$ cat src/rtl/w5500_pkg.sv
// Shared types and constants for the W5500 UDP receive path.
package w5500_pkg;

  localparam int unsigned W5500_UDP_HDR_BYTES = 8;
  localparam int unsigned WORD_BYTES          = 6;

  typedef enum logic [1:0] {
    IDLE,
    HDR,
    PAYLOAD,
    DROP
  } rx_state_t;

  typedef enum logic [1:0] {
    ERR_NONE = 2'd0,
    BADLEN   = 2'd1,
    SHORT    = 2'd2,
    LONG     = 2'd3
  } err_code_t;

endpackage

$ cat src/rtl/w5500_byte_packer.sv
// Packs payload bytes MSB-first into 48-bit words; the assembly and output registers form a skid.
module w5500_byte_packer
  import w5500_pkg::*;
(
  input  logic        clk,
  input  logic        reset_n,
  input  logic        push,
  input  logic        clear,
  input  logic [7:0]  byte_in,
  input  logic        word_ready,
  output logic        in_ready,
  output logic        last_slot,
  output logic        word_done,
  output logic [47:0] word_out,
  output logic        word_valid
);

  localparam logic [2:0] LastIdx = 3'(WORD_BYTES - 1);

  logic [39:0] asm_q, asm_d;
  logic [2:0]  idx_q, idx_d;
  logic [47:0] out_q, out_d;
  logic        valid_q, valid_d;

  assign last_slot  = (idx_q == LastIdx);
  assign word_done  = push && last_slot;
  // Only a word-completing byte needs the output register free.
  assign in_ready   = !(valid_q && !word_ready && last_slot);
  assign word_out   = out_q;
  assign word_valid = valid_q;

  always_comb begin
    asm_d   = asm_q;
    idx_d   = idx_q;
    out_d   = out_q;
    valid_d = valid_q;
    if (valid_q && word_ready) begin
      valid_d = 1'b0;
    end
    if (push) begin
      if (last_slot) begin
        out_d   = {asm_q, byte_in};
        valid_d = 1'b1;
        idx_d   = 3'd0;
      end else begin
        asm_d = {asm_q[31:0], byte_in};
        idx_d = idx_q + 3'd1;
      end
    end
    if (clear) begin
      idx_d = 3'd0;
    end
  end

  always_ff @(posedge clk or negedge reset_n) begin
    if (!reset_n) begin
      asm_q   <= '0;
      idx_q   <= '0;
      out_q   <= '0;
      valid_q <= 1'b0;
    end else begin
      asm_q   <= asm_d;
      idx_q   <= idx_d;
      out_q   <= out_d;
      valid_q <= valid_d;
    end
  end

endmodule

$ cat src/rtl/w5500_udp_rx_unpacker.sv
// Strips the W5500 UDP RX header, validates the length and emits 48-bit payload words.
module w5500_udp_rx_unpacker
  import w5500_pkg::*;
#(
  parameter int unsigned LENGTH_UDP = 245
) (
  input  logic        clk,
  input  logic        reset_n,
  input  logic [7:0]  rx_byte,
  input  logic        rx_valid,
  input  logic        rx_sop,
  input  logic        rx_eop,
  output logic        rx_ready,
  output logic [47:0] word_out,
  output logic        word_valid,
  input  logic        word_ready,
  output logic [31:0] src_ip,
  output logic [15:0] src_port,
  output logic [15:0] pkt_len,
  output logic        hdr_valid,
  output logic        pkt_done,
  output logic        pkt_err,
  output logic [1:0]  err_code
);

  localparam int unsigned MaxLen  = LENGTH_UDP * WORD_BYTES;
  localparam logic [2:0]  HdrLast = 3'(W5500_UDP_HDR_BYTES - 1);

  rx_state_t   state_q, state_d;
  logic [2:0]  hdr_cnt_q, hdr_cnt_d;
  logic [55:0] hdr_q, hdr_d;
  logic [31:0] src_ip_q;
  logic [15:0] src_port_q, pkt_len_q;
  logic [8:0]  words_exp_q, word_cnt_q;
  logic        hdr_valid_q, pkt_done_q, pkt_err_q;
  err_code_t   err_code_q;

  logic        accept, latch_hdr, push, clear, done_set, err_set;
  logic        last_slot, word_done, pay_last, len_bad;
  logic [15:0] hdr_len;
  err_code_t   err_new;

  assign accept  = rx_valid && rx_ready;
  assign hdr_len = {hdr_q[7:0], rx_byte};
  assign len_bad = (hdr_len == 16'd0) || (hdr_len % 16'(WORD_BYTES) != 16'd0) ||
                   (32'(hdr_len) > MaxLen);
  // Length is a whole number of words, so the packet ends exactly on a word boundary.
  assign pay_last = (word_cnt_q == words_exp_q - 9'd1) && last_slot;
  assign clear    = accept && (state_d != PAYLOAD);

  always_comb begin
    state_d   = state_q;
    hdr_cnt_d = hdr_cnt_q;
    hdr_d     = hdr_q;
    latch_hdr = 1'b0;
    push      = 1'b0;
    done_set  = 1'b0;
    err_set   = 1'b0;
    err_new   = ERR_NONE;
    if (accept) begin
      if (rx_sop) begin
        // A start-of-packet always restarts header collection, whatever was in flight.
        hdr_d     = {hdr_q[47:0], rx_byte};
        hdr_cnt_d = 3'd1;
        state_d   = rx_eop ? IDLE : HDR;
        if (state_q == HDR || state_q == PAYLOAD || rx_eop) begin
          err_set = 1'b1;
          err_new = SHORT;
        end
      end else begin
        unique case (state_q)
          IDLE: ;
          HDR: begin
            hdr_d = {hdr_q[47:0], rx_byte};
            if (hdr_cnt_q == HdrLast) begin
              latch_hdr = 1'b1;
              if (len_bad) begin
                err_set = 1'b1;
                err_new = BADLEN;
                state_d = rx_eop ? IDLE : DROP;
              end else if (rx_eop) begin
                err_set = 1'b1;
                err_new = SHORT;
                state_d = IDLE;
              end else begin
                state_d = PAYLOAD;
              end
            end else if (rx_eop) begin
              err_set = 1'b1;
              err_new = SHORT;
              state_d = IDLE;
            end else begin
              hdr_cnt_d = hdr_cnt_q + 3'd1;
            end
          end
          PAYLOAD: begin
            push = 1'b1;
            if (pay_last) begin
              if (rx_eop) begin
                done_set = 1'b1;
                state_d  = IDLE;
              end else begin
                err_set = 1'b1;
                err_new = LONG;
                state_d = DROP;
              end
            end else if (rx_eop) begin
              err_set = 1'b1;
              err_new = SHORT;
              state_d = IDLE;
            end
          end
          DROP: begin
            if (rx_eop) begin
              state_d = IDLE;
            end
          end
          default: ;
        endcase
      end
    end
  end

  always_ff @(posedge clk or negedge reset_n) begin
    if (!reset_n) begin
      state_q     <= IDLE;
      hdr_cnt_q   <= '0;
      hdr_q       <= '0;
      src_ip_q    <= '0;
      src_port_q  <= '0;
      pkt_len_q   <= '0;
      words_exp_q <= '0;
      word_cnt_q  <= '0;
      hdr_valid_q <= 1'b0;
      pkt_done_q  <= 1'b0;
      pkt_err_q   <= 1'b0;
      err_code_q  <= ERR_NONE;
    end else begin
      state_q     <= state_d;
      hdr_cnt_q   <= hdr_cnt_d;
      hdr_q       <= hdr_d;
      hdr_valid_q <= latch_hdr;
      pkt_done_q  <= done_set;
      pkt_err_q   <= err_set;
      if (err_set) begin
        err_code_q <= err_new;
      end
      if (latch_hdr) begin
        src_ip_q    <= hdr_q[55:24];
        src_port_q  <= hdr_q[23:8];
        pkt_len_q   <= hdr_len;
        words_exp_q <= 9'(hdr_len / 16'(WORD_BYTES));
        word_cnt_q  <= '0;
      end else if (word_done) begin
        word_cnt_q <= word_cnt_q + 9'd1;
      end
    end
  end

  w5500_byte_packer u_packer (
    .clk        (clk),
    .reset_n    (reset_n),
    .push       (push),
    .clear      (clear),
    .byte_in    (rx_byte),
    .word_ready (word_ready),
    .in_ready   (rx_ready),
    .last_slot  (last_slot),
    .word_done  (word_done),
    .word_out   (word_out),
    .word_valid (word_valid)
  );

  assign src_ip    = src_ip_q;
  assign src_port  = src_port_q;
  assign pkt_len   = pkt_len_q;
  assign hdr_valid = hdr_valid_q;
  assign pkt_done  = pkt_done_q;
  assign pkt_err   = pkt_err_q;
  assign err_code  = err_code_q;

endmodule

$ cat config.mk
export PLATFORM = sky130hd
export DESIGN_NAME = w5500_udp_rx_unpacker
export DESIGN_NICKNAME = d
export VERILOG_FILES = /design/src/rtl/w5500_pkg.sv /design/src/rtl/w5500_byte_packer.sv /design/src/rtl/w5500_udp_rx_unpacker.sv
export SDC_FILE = /design/constraint.sdc
export NUM_CORES = 1
export LEC_CHECK = 0
export CELL_PAD_IN_SITES_DETAIL_PLACEMENT = 2
export CELL_PAD_IN_SITES_GLOBAL_PLACEMENT = 2
export CORE_MARGIN = 1
export CORE_UTILIZATION = 33
export CTS_CLUSTER_DIAMETER = 100
export DETAILED_ROUTE_END_ITERATION = 10
export MAX_ROUTING_LAYER = met4
export PLACE_DENSITY = 0.79
export SYNTH_ARGS = -nofsm -noshare
export SYNTH_HDL_FRONTEND = slang
export SYNTH_SLANG_ARGS = --single-unit
$ cat constraint.sdc
create_clock -name clk -period 3.8 [get_ports clk]
set_input_delay 0.57 -clock clk [delete_from_list [all_inputs] [get_ports clk]]
set_output_delay 0.57 -clock clk [all_outputs]
set_load 0.005 [all_outputs]
After elaboration in Yosys (flattened, before gate mapping)
Index checks and enable logic that the tools add are counted.
{"block": "classes", "n_addsub": 4, "div_mod_pow": 2, "order_cmp": 1, "eq_ne": 9, "muxes": 52, "bitwise_logic": 1, "reduce_logical": 22}
{"cell": "2-to-1 mux 56 bit", "n": 2}
{"cell": "2-to-1 mux 2 bit", "n": 15}
{"cell": "2-to-1 mux 1 bit", "n": 23}
{"cell": "2-to-1 mux 3 bit", "n": 7}
{"cell": "2-to-1 mux 9 bit", "n": 2}
{"cell": "divider 16 x 3 -> 16 bit (second input constant)", "n": 1}
{"cell": "greater-than comparator 16 x 11 -> 1 bit (second input constant)", "n": 1}
{"cell": "logical NOT 16 bit", "n": 1}
{"cell": "modulo 16 x 3 -> 16 bit (second input constant)", "n": 1}
{"cell": "nonzero test 16 bit", "n": 1}
{"cell": "adder 9 x 1 -> 9 bit (second input constant)", "n": 1}
{"cell": "equality test 9 bit", "n": 1}
{"cell": "subtractor 9 x 1 -> 9 bit (second input constant)", "n": 1}
{"cell": "logical AND 1 bit", "n": 7}
{"cell": "adder 3 x 1 -> 3 bit (second input constant)", "n": 2}
{"cell": "equality test 3 bit (second input constant)", "n": 2}
{"cell": "!= test 2 bit (second input constant)", "n": 3}
{"cell": "one-hot mux 2 bit (3 select lines)", "n": 1}
{"cell": "AND reduction 2 bit", "n": 3}
{"cell": "nonzero test 2 bit", "n": 3}
{"cell": "equality test 2 bit (second input constant)", "n": 2}
{"cell": "logical OR 1 bit", "n": 4}
{"cell": "one-hot mux 2 bit (2 select lines)", "n": 1}
{"cell": "AND reduction 4 bit", "n": 1}
{"cell": "4 further kinds", "n": 5}
{"block": "word_totals", "register_bits": 240, "in_bits": 14, "output_inout_bits": 119, "elab_cells": 107}

Longest topological paths before layout
Gate-level depths: netlist (run 1).
{"block": "logic_depth", "ltp_word": 12, "depth_mapped": 19, "ltp_nobuf": 15}

By module
From an unflattened synthesis (run 1), not the netlist that was laid out.
{"block": "hier_totals", "cells_unflattened": 1151, "area_unflattened_um2": 11730.0}
{"module": "w5500_udp_rx_unpacker", "instances": 1, "cells_per_inst": 804, "area_each_um2": 7516.0, "seq_area_each_um2": 3703.6}
{"module": "w5500_byte_packer", "instances": 1, "cells_per_inst": 347, "area_each_um2": 4214.0, "seq_area_each_um2": 2302.2}

Least setup slack after synthesis (run 1)
Ideal clock, no wire load.
{"block": "synth_timing", "path_kind": "register to register", "from": "reg hdr_q[6]", "to": "reg u_packer.idx_q[0]", "setup_ns": 0.141, "arrival_time_ns": 3.796, "required_time_ns": 3.659, "setup_slack_ns": -0.137, "stages_incl_launch_ff": 18, "n_path_buf": 3, "period_less_slack_ns": 3.937, "path_cell_list": "dfrtp_1 > buf_2 > buf_6 > and3b_1 > a211o_1 > a32o_2 > or4_4 > o211ai_2 > o21ai_2 > buf_6 > a21oi_2 > o211ai_1 > o32a_4 > ha_1 > nor3b_1 > a22o_1 > o41ai_2 > a21oi_1"}
{"block": "synth_between", "elab_chain_len": 12, "elab_cells_between_ends": 15, "classes_between": "1 x div; 1 x order compare; 1 x eq/ne; 6 x mux; 6 x reduce/logical"}
{"element": "start: declaration", "line_no": "w5500_udp_rx_unpacker.sv:31", "text": "logic [55:0] hdr_q, hdr_d;"}
{"element": "start signal: assignment", "line_no": "w5500_udp_rx_unpacker.sv:141", "text": "hdr_q <= hdr_d;"}
{"element": "modulo 16 x 3 -> 16 bit", "line_no": "w5500_udp_rx_unpacker.sv:45", "text": "assign len_bad = (hdr_len == 16'd0) || (hdr_len % 16'(WORD_BYTES) != 16'd0) ||"}
{"element": "nonzero test 16 bit", "line_no": "w5500_udp_rx_unpacker.sv:45"}
{"element": "logical OR 1 bit", "line_no": "w5500_udp_rx_unpacker.sv:45"}
{"element": "logical OR 1 bit (*)", "line_no": "w5500_udp_rx_unpacker.sv:45"}
{"element": "2-to-1 mux 2 bit (*)", "line_no": "w5500_udp_rx_unpacker.sv:77", "text": "if (len_bad) begin"}
{"element": "2-to-1 mux 2 bit (*)", "line_no": "w5500_udp_rx_unpacker.sv:75", "text": "if (hdr_cnt_q == HdrLast) begin"}
{"element": "one-hot mux 2 bit (3 select lines) (*)", "line_no": "w5500_udp_rx_unpacker.sv:71", "text": "unique case (state_q)"}
{"element": "2-to-1 mux 2 bit (*)", "line_no": "w5500_udp_rx_unpacker.sv:61", "text": "if (rx_sop) begin"}
{"element": "2-to-1 mux 2 bit (*)", "line_no": "w5500_udp_rx_unpacker.sv:60", "text": "if (accept) begin"}
{"element": "!= test 2 bit (*)", "line_no": "w5500_udp_rx_unpacker.sv:49", "text": "assign clear = accept && (state_d != PAYLOAD);"}
{"element": "logical AND 1 bit (*)", "line_no": "w5500_udp_rx_unpacker.sv:49"}
{"element": "2-to-1 mux 3 bit or nonzero test 2 bit (tied branches)"}
{"element": "end signal: assignment", "line_no": "w5500_byte_packer.sv:63", "text": "idx_q <= idx_d;"}
{"element": "end: declaration", "line_no": "w5500_byte_packer.sv:21", "text": "logic [2:0] idx_q, idx_d;"}
Every way passes the cells marked *; elsewhere a longest branch is shown, timed or not.
A chain may end at the register's enable or synchronous reset.

Final worst setup path (run 1)
{"block": "layout_timing", "from": "reg hdr_q[5]", "to": "reg u_packer.idx_q[2]"}
The elaborated chain is that of the path after synthesis.

==> results.toml, run 1 <==
[status]
status = "finished with violations"
violations = "negative setup slack"

[setup_path]
crit_path_end_kind = "register"
path_cells = "buf_6, buf_4, nor3b_4, a21o_1, a32o_2, nor3_2, a211oi_2, o2111a_2, buf_6, buf_4, nor2_1, a221oi_2, o221ai_4, a22o_1, o41ai_4, a21oi_1"
worstPathRequired_ns = 4.19
cp_max_fo = 7
cp-start-kind = "register"
cp.arrival_ns = 4.45
slowest_stage = "dfrtp_2"
critPathMaxStageDelay_ns = 0.46
worstSetupPathType = "reg -> reg"

[clocking]
clk_latency_ns = 0.55
cts_sinks = 240
clockBufferDepth = 3
hold_buffers = 0
cts_tree = "done"
clkTransAtPathRegs_ns = 0.06
h-tree-depth = 1
clockRootBuffer = "clkbuf_16"
cts-buffers-inserted = 28

[floorplanning]
row_count = 66
initial_core_util_pct = 33.8
die_w_um = 185
core_sq_um = 32800
boundaryPins = 133
dieArea_sq_um = 34300
dieHeight_um = 185

[timing]
maxSlewViolCount = 0
worst_pin_slew_ns = 0.728
min_period_over_period_pct = 107
slew-limit-headroom_pct = 51.4
setup-violations-final = 7
period_needed_ns = 4.05
worst_clock_skew_ns = 0.0156
max_freq_mhz = 247
grt_setup_unrepaired = "true"
postLayoutSetupSlackWorst_ns = -0.254
hold_viol_final = 0
finalSetupTns_ns = -1.36

[finish]
postLayoutCoreUtil_pct = 44.9
finalNonFillerCells = 1676
nFillCells = 3372
antenna_cells = 0
mostFrequentLayoutCell = "nand2_1"
drive_gt1_share_pct = 27.1
multi_input_area_sq_um = 4980
syn2layout_area_growth_pct = 32.8
final_cell_mix = "nand2_1 (237), dfrtp_1 (236), mux2_2 (140), clkdlybuf4s50_1 (131), buf_4 (78)"
final_nets = 1240
seq_area_sq_um = 6010

[synth]
synth-xor-area-share_pct = 2.05
synth_edf_count = 0
yosys_register_bits = 240
yosys_most_used_dff = "dfrtp_1"
synthMuxAreaShare_pct = 14.7
yosys.area_share.simple_pct = 14.8
synth_compound_area_share_pct = 9.67
synth_area_leaders = "dfrtp_1 (54%), mux2_2 (14%), nand2_1 (8.1%)"
synthArstFlopShare_pct = 100
synth.top_cell.area_share_pct = 54.2
synth_nets = 1055
synth.yosys.seq_area_share_pct = 54.2
synthAdderAreaFrac_pct = 1.24
syn_inst = 1030
synth_top_family_by_area = "simple AND/OR/NAND/NOR gates"
synthDistinctLibCells = 78
ys_warn_count = 0
avgSynthCellArea_sq_um = 10.8
syn-cell-area_sq_um = 11100
synth_top_cell_by_area = "dfrtp_1"

[global_route]
grt_pass1_wl_um = 57900
grt_max_degree = 89
overflow = 0
grt_pass1_vias = 9780
grt_usage_pct = 22.3
antenna_found_initial = 0

[placed_design]
pre_cts_slack_ns = -0.405
gp_congestion = 0.841
port_buffers = 132
dp_cells = 1618
dp_hpwl_um = 24100

[routing]
wl_per_cell_um = 21.9
vias_per_cell = 5.16
ant_nets = 0
drtPass1Iterations = 5
drt-initial-drc-count = 332
vias = 8642
drcViolationCount = 0
routed_wl_um = 36700

[power]
power.leakage_uw = 0.00684
power_uw = 8570
ir_drop_v = 0.000310
p_per_area_nw_per_um2 = 582

[worst_hold_path]
hold_class = "in -> async"

[job]
max_cap_viol_count = 0
-- flip-flops by register name (all words and copies together), names as in the netlist, 2 cells and up --
register           cells
hdr_cnt_q              3
err_code               2
u_packer.word_out     48
word_cnt_q             9
src_port              16
pkt_len               16
u_packer.idx_q         3
state_q                2
src_ip                32
words_exp_q            9
u_packer.asm_q        40
hdr_q                 56
-- worst paths after layout --
kind | depth (start not counted) | from | slack [ns] | end
min in group clk | 2 | hdr_q[50] | 0.46 | src_ip[26]
min reg2reg | 2 | hdr_q[50] | 0.46 | src_ip[26]
max | 16 | hdr_q[5] | -0.25 | u_packer.idx_q[2]
min | 1 | reset_n | 0.04 | src_ip[29]
max reg2reg | 16 | hdr_q[5] | -0.25 | u_packer.idx_q[2]
max in group asynchronous | 2 | reset_n | 2.90 | hdr_q[33]
-- worst max-delay path: cells and delay by family, from the launching register on --
kind                   cells  cell delay (ns)
AND/OR/NAND/NOR            3             0.33
flip-flops                 1             0.46
AO/OA/AOI/OAI              9             2.53
buffers and inverters      4             0.57
-- cell usage after synthesis (all sizes together), types with 3 or more instances --
cell	count
and3b	4
o2111ai	6
and2	3
nand2	239
a221oi	4
a211oi	8
o22ai	4
xor2	9
dfrtp	240
inv	22
a31oi	6
a21oi	30
xnor2	17
nand3b	3
o41ai	3
nor3	19
nand2b	3
nand4	6
mux2	140
ha	11
or2	3
o221ai	4
and3	4
nand3	13
o21a	5
nor3b	5
o31ai	4
buf	18
o211ai	11
mux2i	5
a21o	7
nor4	9
nor2	41
clkbuf	49
a311oi	3
or3	6
o21ai	36
-- metal layers --
metal  GRT usage [%]  part of all wire (%)  routed length (um)  vias to the layer above
met5               -                     0                   0                        -
met1            26.9                    43               15700                     4488
met2            39.7                    52               19100                      157
met3            2.65                   3.2                1190                       55
met4            4.89                   1.9                 682                        0
li1                -                     -                   -                     3942
-- repair_timing --
action | CTS | global route
pin swaps | 17 | 7
gates resized for setup | 41 | 12
gates cloned | 0 | 0
endpoints found under the setup margin | 7 | 8
buffers inserted | 7 | 2
-- stage by stage --
| step | hold WS (ns) | area (sq um) |
|---|---|---|
| finish | 0.0390 | 14700 |
| global route | 0.0659 | 14700 |
| CTS | 0.0550 | 14600 |
| detailed placement | 0.462 | 13400 |
| global placement | 0.443 | 13400 |
| floorplan | 0.274 | 11100 |
-- layout make-up --
class,count,share of cell area (%)
sequential,240,40.8
multi-input combinational,700,33.8
timing repair buffer,222,14.3
clock buffer,32,4.93
tap,442,3.76
clock inverter,17,1.80
inverter,23,0.586
-- logic make-up after synthesis --
group / after synthesis
XOR/XNOR: 26
flip-flops: 240
AND/OR/NAND/NOR: 367
buffers and inverters: 90
AO/OA/AOI/OAI: 151
multiplexers: 145
adder cells (fa/ha/maj): 11
-- power breakdown --
group          leakage [uW]  total, uW  internal, uW  switching [uW]
clock network      0.000477       2890          1780            1110
logic               0.00315       2310          1140            1170
registers           0.00322       3360          2980             380
Power figures use the tool's default switching activity.
==> run 2: changes to the inputs <==
--- a/config.mk
+++ b/config.mk
@@ -11,8 +11,9 @@
 export CORE_UTILIZATION = 33
 export CTS_CLUSTER_DIAMETER = 100
 export DETAILED_ROUTE_END_ITERATION = 10
+export HOLD_SLACK_MARGIN = 0.02
 export MAX_ROUTING_LAYER = met4
-export PLACE_DENSITY = 0.79
+export PLACE_DENSITY = 0.78
 export SYNTH_ARGS = -nofsm -noshare
 export SYNTH_HDL_FRONTEND = slang
 export SYNTH_SLANG_ARGS = --single-unit
==> run 2 against run 1 <==
The flow still finishes with violations (negative setup slack). Largest power group unchanged. Final area shrank 0.37%. Critical endpoint is now u_packer.idx_q[0]. Global-route usage down 1.2 points. Highest routed layer unchanged. Power shrank 3.0%. Critical path depth down 1. Worst hold slack got worse by 0.0029 ns. Non-clock buffer count rose by 4. Utilization fell by 0.17 points. Die area unchanged. First-iteration DRC count is 0.60% lower.
==> results.toml, run 2 (synthesized netlist as in run 1, its figures left out) <==
[status]
status = "finished with violations"
violations = "negative setup slack"

[timing]
maxSlewViolCount = 0
max_freq_mhz = 241
worst_pin_slew_ns = 0.779
slew-limit-headroom_pct = 48.1
grt_setup_unrepaired = "true"
postLayoutSetupSlackWorst_ns = -0.357
period_needed_ns = 4.16
setup-violations-final = 7
finalSetupTns_ns = -2.17
worst_clock_skew_ns = 0.0284
min_period_over_period_pct = 109
hold_viol_final = 0

[routing]
drt-initial-drc-count = 330
drtPass1Iterations = 4
vias_per_cell = 5.14
ant_nets = 0
wl_per_cell_um = 20.9
drcViolationCount = 0
routed_wl_um = 35100
vias = 8644

[clocking]
cts-buffers-inserted = 28
clockRootBuffer = "clkbuf_16"
clkTransAtPathRegs_ns = 0.06
clk_latency_ns = 0.57
cts_tree = "done"
clockBufferDepth = 3
h-tree-depth = 1
hold_buffers = 0
cts_sinks = 240

[setup_path]
cp-start-kind = "register"
cp_max_fo = 7
worstSetupPathType = "reg -> reg"
worstPathRequired_ns = 4.19
crit_path_end_kind = "register"
cp.arrival_ns = 4.55

[floorplanning]
die_w_um = 185
initial_core_util_pct = 33.8
dieArea_sq_um = 34300
core_sq_um = 32800
boundaryPins = 133
row_count = 66
dieHeight_um = 185

[job]
max_cap_viol_count = 0

[placed_design]
pre_cts_slack_ns = -0.458
dp_hpwl_um = 23400
place_area_sq_um = 13400
gp_congestion = 0.886
port_buffers = 132

[finish]
regMostFlops = "hdr_q"
mostFrequentLayoutCell = "dfrtp_1"
final_area_sq_um = 14700
drive_gt1_share_pct = 27.3
syn2layout_area_growth_pct = 32.3
final_nets = 1244
antenna_cells = 0
largest_reg_flops = 56
seq_area_sq_um = 6010
multi_input_area_sq_um = 4970
nFillCells = 3357
final_cell_mix = "dfrtp_1 (237), nand2_1 (236), mux2_2 (140), clkdlybuf4s50_1 (131), buf_4 (83)"

[power]
power.leakage_uw = 0.00684
ir_drop_v = 0.000334
p_per_area_nw_per_um2 = 566

[worst_hold_path]
hold_class = "in -> async"

[global_route]
overflow = 0
grt_pass1_vias = 9739
grt_pass1_wl_um = 54800
grt_usage_pct = 21.1
antenna_found_initial = 0
grt_max_degree = 100
run 2: cell types whose count changed in the layout (fill, tap and decap cells not counted), moves of 2 or more:
| cell | change |
|---|---|
| clkbuf_8 | +6 |
| buf_4 | +5 |
| bufinv_16 | -5 |
| clkbuf_1 | +4 |
| clkinvlp_4 | -3 |
| inv_6 | -2 |
run 2: path summary, 6_finish.rpt:
path / startpoint / endpoint / slack [ns] / cells after the start
worst max register to register: hdr_q[5] / u_packer.idx_q[0] / -0.36 / 15
min in group clk: hdr_q[48] / src_ip[24] / 0.46 / 2
worst min register to register: hdr_q[48] / src_ip[24] / 0.46 / 2
worst max-delay path: hdr_q[5] / u_packer.idx_q[0] / -0.36 / 15
worst min-delay path: reset_n / src_ip[29] / 0.04 / 1
max in group asynchronous: reset_n / src_port[6] / 2.84 / 2
run 2: power breakdown:
group	internal (uW)	leakage [uW]	switching (uW)
clock	1570	0.000455	1090
combinational	1150	0.00317	1160
sequential	2980	0.00322	365
run 2: cell type report:
cell class | instances | area share, %
timing repair buffer | 226 | 14.5
clock inverter | 8 | 0.657
multi-input combinational | 700 | 33.9
tap | 442 | 3.77
inverter | 23 | 0.589
clock buffer | 42 | 5.61
sequential | 240 | 41.0
run 2: repair_timing:
item | in CTS | in global routing
gates cloned | 0 | 0
pin swaps | 21 | 13
endpoints found under the setup margin | 7 | 8
gates resized for setup | 29 | 24
buffers inserted | 7 | 5
run 2: critical path: stages (launching register included):
cell and delay, ns:
dfrtp_2 0.48, and4b_1 0.28, buf_4 0.16, a221oi_2 0.37, a21oi_2 0.13, or2_4 0.32
a311oi_2 0.30, nand3_1 0.19, nand2_2 0.15, o211ai_1 0.12, o32a_4 0.34, ha_4 0.30
nor3b_4 0.05, a22o_1 0.27, o41ai_4 0.43, a21oi_1 0.13
run 2: per-stage QoR:
| step | std cells | total power, uW | hold slack [ns] | util (%) |
|---|---|---|---|---|
| final | 1681 | 8310 | 0.0361 | 44.7 |
| after global routing | 1681 | 8730 | 0.0749 | 44.7 |
| after CTS | 1676 | 8290 | 0.0583 | 44.3 |
| after detailed placement | 1619 | 5450 | 0.451 | 40.9 |
| after global placement | 1619 | 5300 | 0.443 | 40.9 |
| after floorplan | 1030 | 4430 | 0.274 | - |
run 2: metal layers:
| layer | wire length (um) | track usage, % |
|---|---|---|
| met1 | 15000 | 25.5 |
| met2 | 18100 | 36.6 |
| met3 | 1080 | 2.28 |
| met4 | 957 | 6.81 |
| met5 | 0 | - |
==> RTL edit, RTL diff (config.mk and constraints of run 1) <==
Encoding of `rx_state_t`: now one-hot (4 bits for 4 states).
--- a/src/rtl/w5500_pkg.sv
+++ b/src/rtl/w5500_pkg.sv
@@ -6,7 +6,7 @@
 
-  typedef enum logic [1:0] {
-    IDLE,
-    HDR,
-    PAYLOAD,
-    DROP
+  typedef enum logic [3:0] {
+    IDLE    = 4'b0001,
+    HDR     = 4'b0010,
+    PAYLOAD = 4'b0100,
+    DROP    = 4'b1000
   } rx_state_t;
Function: no difference found for any inputs over 4 cycles, from zero or initial values and one cycle with reset_n low; so few cycles prove little.
==> RTL edit against run 1 <==
The run still ends with negative setup slack left. Synthesized area shrank 1.3%. Power rose by 1.1%. Global-route usage is essentially flat. Combinational power grew 4%. Routed wire length rose by 0.32%. Cell area increased by 0.86%. Worst setup slack got worse by 0.32 ns. Sequential cell count is 2 higher. Highest routed layer unchanged.
==> RTL edit: results (changes against run 1) <==
| Metric | Value |
|---|---|
| Setup WS post-layout | `-0.575 ns (-0.322 ns)` |
| Synth unique cells | `78 (unchanged)` |
| Main area contributors after synthesis | `dfrtp_1 (55%), mux2_2 (13%), nand2_1 (7.7%)` |
| Largest net degree at the start of global routing | `96 (+7.9%)` |
| Setup WS pre-CTS | `-0.765 ns (-0.359 ns)` |
| Yosys warnings | `0 (unchanged)` |
| Crit path max-delay cell type | `dfrtp_2` |
| Max FFs per register | `56 (unchanged)` |
| Met3 wire len | `1130 um (-5.2%)` |
| Sequential area share after synthesis | `0.553 (+0.0117)` |
| Met2 routed WL | `19400 um (+1.3%)` |
| Relative slew slack | `0.481 (-0.0330)` |
| IO buf count | `132 (unchanged)` |
| CP Max Fanout | `6 (-1)` |
| Layout cell share with drive strength beyond 1 | `0.281 (+0.0108)` |
| Met2 usage | `0.389 (-0.00776)` |
| GP Congestion | `0.875 (+4.1%)` |
| Reg clk slew, reported paths | `roughly 0.070 ns` |
| LEAKAGE | `6.92 nW (+1.2%)` |
| Finish-stage setup viols | `9 (+2)` |
| DRT iter0 DRCs | `409 (+23%)` |
| Fin Clk Skew | `0.0153 ns (-0.000285 ns)` |
| Mapped Cells | `1019 (-1.1%)` |
| Vias | `8717 (+0.87%)` |
| Status | `finished, violations left` |
| DRT Pass-1 Iters | `4 (-1)` |
| CTS Buf Count | `27 (-3.6%)` |
| Wire length of the first global-routing pass | `57100 um (-1.3%)` |
| DPL Wire Length | `23500 um (-2.3%)` |
| Hold Path Class | `in -> async` |
| Placed cell areas | `13400 um2 (-0.33%)` |
| Seq pwr | `roughly 3.3 mW` |
| Nets | `1247 (+0.56%)` |
| Worst vdd ir | `0.308 mV (-0.43%)` |
| Initial antenna violation count | `1 (+1)` |
| DRT met1 WL | `15300 um (-2.6%)` |
| Total track usage | `0.223 (+0.000239)` |
| CTS H-tree depth | `1 (unchanged)` |
| Switching pwr | `2.70 mW (+1.4%)` |
| Reg2Reg Depth | `17 (+1)` |
| Worst Path Arrival | `4.82 ns (+0.37 ns)` |
| Most frequent cells after synthesis | `dfrtp_1 (241), nand2_1 (224), mux2_2 (130), o21ai_0 (59), nor2_1 (51)` |
| Vias in the first global route | `9773 (-0.072%)` |
| Crit path largest cell delay | `0.43 ns (-0.03 ns)` |
| Placed Cells | `1619 (+0.062%)` |
| Final std cells w/o fill | `1690 (+0.84%)` |
| Comb power | `2.40 mW (+4%)` |
| GRT met1 Usage | `0.273 (+0.00435)` |
| Failing checks | `negative setup slack` |
| Biggest register | `hdr_q` |
| Drt total wl | `36800 um (+0.32%)` |
| Hold Slack | `0.0265 ns (-0.0125 ns)` |
| Later-pin clock latency in the skew report | `around 0.54 ns` |
| Met3 Use GR | `0.0263 (-0.000264)` |
[RTL edit: layout make-up]
class	instances	area, um2
sequential	242	6060
timing repair buffer	237	2210
inverter	25	93.8
clock buffer	35	766
clock inverter	15	236
fill	3294	17800
tap	442	553
antenna	1	2.50
multi-input combinational	693	4930
[RTL edit: kinds of logic (layout without fill, tap and decap cells)]
logic type,Yosys count,count (layout),share of synthesized area
flip-flops,242,242,0.553
adder cells (fa/ha/maj),7,7,0.00800
buffers and inverters,84,312,0.0313
AO/OA/AOI/OAI,166,166,0.103
XOR/XNOR,24,24,0.0192
multiplexers,134,134,0.137
other,0,1,0
AND/OR/NAND/NOR,362,362,0.148
[RTL edit: what timing repair did]
action,CTS,global route
setup endpoints to repair,10,10
pin swaps,16,13
resized for setup,29,27
setup buffers,13,7
[RTL edit: metrics by stage]
step | setup TNS (ns) | total power, mW
finish | -3.85 | 8.66
global route | -5.31 | 9.06
CTS | -2.51 | 8.55
detailed placement | -6.24 | 5.34
global placement | -3.82 | 5.20
floorplan | -0.106 | 4.41
